==> src/rtl/hpm_counter_bank.sv <==
// Performance-monitor counter bank: N event-selectable counters with threshold compare,
// sticky overflow and inhibit, accessed through a small CSR-style register window.
module hpm_counter_bank #(
    parameter int unsigned NumCounters = 6,
    parameter int unsigned CntWidth    = 64,
    parameter int unsigned NumEvents   = 32,
    parameter int unsigned IncWidth    = 2,
    parameter int unsigned XLEN        = 64
) (
    input  logic                          clk_i,
    input  logic                          rst_ni,
    input  logic                          debug_mode_i,
    input  logic [7:0]                    addr_i,
    input  logic                          we_i,
    input  logic [XLEN-1:0]               wdata_i,
    output logic [XLEN-1:0]               rdata_o,
    output logic                          err_o,
    input  logic [NumEvents*IncWidth-1:0] event_inc_i,
    output logic                          irq_o
);

    localparam int unsigned SelW = (NumEvents > 1) ? $clog2(NumEvents) : 1;
    // Bits of a counter/threshold reachable through the lo half; the rest belong to hi.
    localparam logic [CntWidth-1:0] LoMask = CntWidth'((65'd1 << XLEN) - 65'd1);

    typedef enum logic [2:0] {
        KindCntLo  = 3'd0,
        KindCntHi  = 3'd1,
        KindEvtSel = 3'd2,
        KindThrLo  = 3'd3,
        KindThrHi  = 3'd4,
        KindOvf    = 3'd5,
        KindInh    = 3'd6,
        KindBad    = 3'd7
    } kind_e;

    kind_e               kind;
    logic [4:0]          idx;
    logic                idx_ok;
    logic                legal;
    logic                wr;
    logic [CntWidth-1:0] lo_val;
    logic [CntWidth-1:0] hi_val;

    logic [CntWidth-1:0]    cnt_q   [NumCounters];
    logic [CntWidth-1:0]    cnt_d   [NumCounters];
    logic [CntWidth-1:0]    thr_q   [NumCounters];
    logic [CntWidth-1:0]    thr_d   [NumCounters];
    logic [SelW-1:0]        sel_q   [NumCounters];
    logic [SelW-1:0]        sel_d   [NumCounters];
    logic [NumCounters-1:0] ovf_q;
    logic [NumCounters-1:0] ovf_d;
    logic [NumCounters-1:0] inh_q;
    logic [NumCounters-1:0] inh_d;
    logic [NumCounters-1:0] hit;
    logic [NumCounters-1:0] cnt_wr;
    logic [NumCounters-1:0] cnt_en;

    logic [IncWidth-1:0] inc_arr [NumEvents];
    logic [IncWidth-1:0] sel_inc [NumCounters];
    logic [CntWidth:0]   sum     [NumCounters];

    always_comb begin
        kind   = kind_e'(addr_i[7:5]);
        idx    = addr_i[4:0];
        idx_ok = 32'(idx) < NumCounters;
        legal  = 1'b0;
        case (kind)
            KindCntLo, KindEvtSel, KindThrLo: legal = idx_ok;
            KindCntHi, KindThrHi:             legal = idx_ok && (XLEN == 32);
            KindOvf, KindInh:                 legal = 1'b1;
            default:                          legal = 1'b0;
        endcase
        wr     = we_i && legal;
        lo_val = CntWidth'(64'(wdata_i));
        hi_val = CntWidth'(64'(wdata_i) << 32);
    end

    always_comb begin
        for (int e = 0; e < NumEvents; e++) begin
            inc_arr[e] = event_inc_i[e*IncWidth +: IncWidth];
        end
    end

    // Selector 0 and any selector beyond the implemented events contribute nothing.
    always_comb begin
        for (int i = 0; i < NumCounters; i++) begin
            sel_inc[i] = '0;
            if (sel_q[i] != '0 && 32'(sel_q[i]) < NumEvents) begin
                sel_inc[i] = inc_arr[sel_q[i]];
            end
        end
    end

    always_comb begin
        for (int i = 0; i < NumCounters; i++) begin
            cnt_wr[i] = wr && (idx == 5'(i)) &&
                        (kind == KindCntLo || kind == KindCntHi || kind == KindEvtSel);
            cnt_en[i] = !debug_mode_i && !inh_q[i] && !cnt_wr[i];
        end
    end

    always_comb begin
        inh_d = inh_q;
        if (wr && kind == KindInh) begin
            inh_d = wdata_i[NumCounters-1:0];
        end
        for (int i = 0; i < NumCounters; i++) begin
            cnt_d[i] = cnt_q[i];
            thr_d[i] = thr_q[i];
            sel_d[i] = sel_q[i];
            ovf_d[i] = ovf_q[i];
            sum[i]   = {1'b0, cnt_q[i]} + (CntWidth+1)'(sel_inc[i]);

            if (cnt_en[i]) begin
                cnt_d[i] = sum[i][CntWidth-1:0];
            end

            if (wr && idx == 5'(i)) begin
                case (kind)
                    KindCntLo:  cnt_d[i] = (cnt_q[i] & ~LoMask) | (lo_val & LoMask);
                    KindCntHi:  cnt_d[i] = (cnt_q[i] & LoMask) | (hi_val & ~LoMask);
                    KindEvtSel: begin
                        sel_d[i] = wdata_i[SelW-1:0];
                        cnt_d[i] = '0;
                        ovf_d[i] = 1'b0;
                    end
                    KindThrLo:  thr_d[i] = (thr_q[i] & ~LoMask) | (lo_val & LoMask);
                    KindThrHi:  thr_d[i] = (thr_q[i] & LoMask) | (hi_val & ~LoMask);
                    default:    ;
                endcase
            end

            // Clear first so a carry in the same cycle keeps the flag set.
            if (wr && kind == KindOvf && wdata_i[i]) begin
                ovf_d[i] = 1'b0;
            end
            if (cnt_en[i] && sum[i][CntWidth]) begin
                ovf_d[i] = 1'b1;
            end
        end
    end

    always_comb begin
        rdata_o = '0;
        err_o   = !legal;
        if (legal) begin
            case (kind)
                KindCntLo:  rdata_o = XLEN'(cnt_q[idx]);
                KindCntHi:  rdata_o = XLEN'(cnt_q[idx] >> 32);
                KindEvtSel: rdata_o = XLEN'(sel_q[idx]);
                KindThrLo:  rdata_o = XLEN'(thr_q[idx]);
                KindThrHi:  rdata_o = XLEN'(thr_q[idx] >> 32);
                KindOvf:    rdata_o = XLEN'(ovf_q);
                KindInh:    rdata_o = XLEN'(inh_q);
                default:    rdata_o = '0;
            endcase
        end
    end

    always_comb begin
        for (int i = 0; i < NumCounters; i++) begin
            hit[i] = (thr_q[i] != '0) && (cnt_q[i] >= thr_q[i]);
        end
        irq_o = |((ovf_q | hit) & ~inh_q);
    end

    always_ff @(posedge clk_i or negedge rst_ni) begin
        if (!rst_ni) begin
            for (int i = 0; i < NumCounters; i++) begin
                cnt_q[i] <= '0;
                thr_q[i] <= '0;
                sel_q[i] <= '0;
            end
            ovf_q <= '0;
            inh_q <= '0;
        end else begin
            for (int i = 0; i < NumCounters; i++) begin
                cnt_q[i] <= cnt_d[i];
                thr_q[i] <= thr_d[i];
                sel_q[i] <= sel_d[i];
            end
            ovf_q <= ovf_d;
            inh_q <= inh_d;
        end
    end

endmodule

==> config.mk <==
export PLATFORM = sky130hd
export DESIGN_NAME = hpm_counter_bank
export DESIGN_NICKNAME = d
export VERILOG_FILES = /design/src/rtl/hpm_counter_bank.sv
export SDC_FILE = /design/constraint.sdc
export NUM_CORES = 2
export LEC_CHECK = 0
export CORE_UTILIZATION = 38
export DETAILED_ROUTE_END_ITERATION = 12
export PLACE_DENSITY = 0.52
export REMOVE_ABC_BUFFERS = 1
export SETUP_SLACK_MARGIN = 0.2
export SYNTH_ARGS = -nofsm -noshare
export SYNTH_HDL_FRONTEND = slang
export SYNTH_SLANG_ARGS = --single-unit
==> constraint.sdc <==
create_clock -name clk_i -period 6.8 [get_ports clk_i]
set_clock_uncertainty 0.05 [all_clocks]
set_input_delay 1.7 -clock clk_i [delete_from_list [all_inputs] [get_ports clk_i]]
set_output_delay 1.7 -clock clk_i [all_outputs]
set_load 0.01 [all_outputs]
==> summary.txt <==
Pwr
  – Clock power share: 0.440
  – Seq pwr share: 0.408
  – Pint: roughly 9200 uW
  – Leak: 0.0286 uW
  – P_sw: 3960 uW
  – Logic gate share of total power: 0.152
  – Peak VDD IR: 0.000252 V
  – Switching Share: 0.302
  – Pwr Density: 199 nW/um^2

Timing
  – RSZ-0062 raised after global routing: yes
  – Worst slew pin tran: between 1500 and 2000 ps
  – Max-slew violations: 2
  – Slew headroom: -0.00988
  – Setup-failing EPs final: 0
  – Fin crit period: ~6700 ps
  – Fin. Hold Viols: 0
  – Peak Freq: 150 MHz
  – Crit share post-route: 0.979

Logic synthesis
  – Yosys warns: 0
  – Commonest cells in the netlist: dfrtp_1 (810), nand2_1 (727), inv_1 (445)
  – Sequential fraction of the synthesis area: 0.356
  – Top cells by area, synth: dfrtp_1 (36%), mux4_2 (9.7%), ha_1 (8.7%), nand2_1 (4.8%), mux2_2 (4.8%)
  – Yosys reg bits: 810
  – Ys flop type: dfrtp_1
  – Post-synth EDFFs: 0
  – Count of unique library cells instantiated by Yosys: 89
  – Synth top area share: 0.356
  – Count leader, synth: dfrtp_1
  – Post-synth ARST share: 1.00
  – Syn avg cell area: 9.61 um^2
  – Mapped Area: roughly 57000 um^2
  – Post-synth top area cell: dfrtp_1
  – Mapped Cells: about 6000

Floorplanning
  – Initial Util: 0.384
  – Die W: 389 um
  – Die H: roughly 390 um
  – Die area: ~150000 um^2
  – Ports: 206
  – Row Count: 141
  – Core Area: 148000 um^2

Routing
  – DRC: 0
  – Met3 WL: about 29000 um
  – Highest routed layer: met5
  – Iteration-0 DRC count of the detailed router: 6616
  – DR WL/cell: between 30 and 40 um
  – DR vias: ~52000
  – Pre-antenna DRT Iters: 6
  – Metal-1 WL: 112000 um
  – Post-Route WL: roughly 270000 um
  – Met2 wire len: 115000 um
  – Post-route ant nets: 0
  – Vias/cell: 6.41

Clock network
  – Maximum buffer depth of the clock tree: 3
  – CTS tree: done
  – CTS Sinks: 810
  – H-tree depth: 3
  – Worst-path clk slew: 70 ps
  – Postcts setup bufs: 0
  – Root Buffer: clkbuf_16
  – CTS buffer count: 100
  – Clock Latency Late Sink: 760 ps

Global route
  – Pin count of the biggest net entering global routing: 133
  – Vias in the first global route: 49600
  – Antenna violations before repair: 22
  – GRT Total Usage: 0.354
  – First-pass GRT wire length: 382000 um
  – Grt ovf: 0

Cells and area
  – Finished Layout Cells: 8171
  – Nets: 6700
  – Fill count: 14300
  – Layout cells sized above 1: 0.161
  – Fin util: 0.446
  – Synth-to-layout area growth: 16.1%

Setup path
  – Critical path's top delay family: simple AND/OR/NAND/NOR gates
  – CP bufs+invs: 1
  – WP data required: between 5000 and 6000 ps
  – Most common cell on crit path: nand4_1
  – Crit path DAT: 4900 ps
  – Max incr delay on CP: 730 ps
  – CP Cell Sequence: nor4_1 -> nand4_1 -> nor4_2 -> a41oi_2 -> o31ai_1 -> nand4_1 -> nor4_1 -> nand4_1 -> a31o_2 -> clkdlybuf4s50_1
  – Startpoint class of the critical path: register
  – Crit-path max FO: 3
  – CP max-delay cell: nor4_1
  – Critical Path End Type: output pin
  – Kind of critical path: reg -> out

Outcome
  – Failing checks: capacitance limit, slew limit
  – Status: complete, but fails checks

Placed design
  – DP Cell Count: 7986
  – Gp weighted congestion: 1.05
  – Buffers added on ports: 205
  – HPWL Detailed: about 210000 um

Flow run
  – Max-cap violation count: 1

Worst hold path
  – Worst Hold Class: reg -> reg
registers in the layout, indices dropped and copies added (netlist names):
name and cells:
cnt_q 384, inh_q 6, ovf_q 6, sel_q 30, thr_q 384
what timing repair did:
action                     CTS  global route
cloned                       0             0
resized for setup           17             7
setup endpoints to repair    1             3
hold buffers                 0             0
worst paths after layout:
path                       cells past startpoint          to  startpoint  slack [ps]
setup / recovery                              10       irq_o  thr_q[146]         150
hold / removal                                 2    ovf_q[5]    ovf_q[5]         490
setup reg to reg                              18  cnt_q[248]   sel_q[15]        1250
hold reg to reg                                2    ovf_q[5]    ovf_q[5]         490
max in group asynchronous                      2  thr_q[247]      rst_ni        4290
min in group asynchronous                      1  thr_q[196]      rst_ni         970
power groups by stage:
| stage | Combinational (uW) | Clock, uW | Sequential, uW |
|---|---|---|---|
| 2_1_floorplan | 961 | 0 | 5270 |
| 3_3_place_gp | 1910 | 0 | 5430 |
| 3_5_place_dp | 1930 | 0 | 5430 |
| 4_1_cts | 1950 | 5810 | 5340 |
| 5_1_grt | 2120 | 6000 | 5370 |
| 6_report | 1990 | 5770 | 5360 |
stage by stage:
step / TNS, ps / cell area, um^2 / total power (uW) / setup slack (ps) / hold WS [ps]
2_1_floorplan: -312970 / 55600 / 6230 / -2000 / 418
3_3_place_gp: 0 / 62500 / 7330 / 276 / 452
3_5_place_dp: 0 / 62500 / 7360 / 278 / 463
4_1_cts: 0 / 66000 / 13100 / 219 / 483
5_1_grt: 0 / 66000 / 13500 / 190 / 498
6_report: 0 / 66000 / 13100 / 146 / 491
worst register-to-register path: cells and delay by family (launching register included):
kind	cells	cell delay, ps
AO/OA/AOI/OAI	1	80
XOR/XNOR	1	140
adder cells (fa/ha/maj)	2	570
buffers and inverters	4	820
flip-flops	1	1100
multiplexers	3	590
AND/OR/NAND/NOR	7	2060
cell families after synthesis:
group	Yosys count	share of synthesized area
fa+ha+maj	402	0.0892
simple gates	1757	0.149
mux	651	0.174
buf+inv	761	0.0517
compound gates	1239	0.134
flops	810	0.356
xor+xnor	301	0.0463
cells in the final DEF, fill, tap and decap left out, types with 33 or more instances in the layout:
master / synthesis / final
a21o_1: 74 / 74
nor2_1: 261 / 252
mux2i_1: 164 / 164
buf_4: 6 / 217
nand2_1: 727 / 723
nor3_1: 67 / 65
dfrtp_1: 810 / 808
ha_1: 396 / 396
nand4_1: 154 / 154
xor2_1: 151 / 151
nor4_1: 117 / 105
and4_1: 35 / 35
inv_1: 445 / 444
mux2_2: 242 / 242
o22ai_1: 281 / 281
xnor2_1: 150 / 150
o211ai_1: 33 / 33
nand3_1: 184 / 181
and3_1: 83 / 83
o21ai_0: 425 / 422
clkdlybuf4s50_1: 0 / 200
mux4_2: 245 / 245
clkbuf_16: 0 / 102
a22oi_1: 83 / 83
a21oi_1: 195 / 193
metal layers:
layer	up-vias	global-route usage
met4	20	0.181
met2	2954	0.516
met3	475	0.0820
met5	-	0
li1	22300	-
met1	26700	0.487
area by class of cell:
class	instances	area [um^2]	area share
timing repair buffer	450	4240	0.0641
tap	1930	2410	0.0366
inverter	446	1680	0.0254
clock buffer	141	2930	0.0443
sequential	810	20300	0.307
multi-input combinational	4350	34000	0.515
antenna	3	7.51	0.000114
clock inverter	41	500	0.00758
Power figures use the tool's default switching activity.
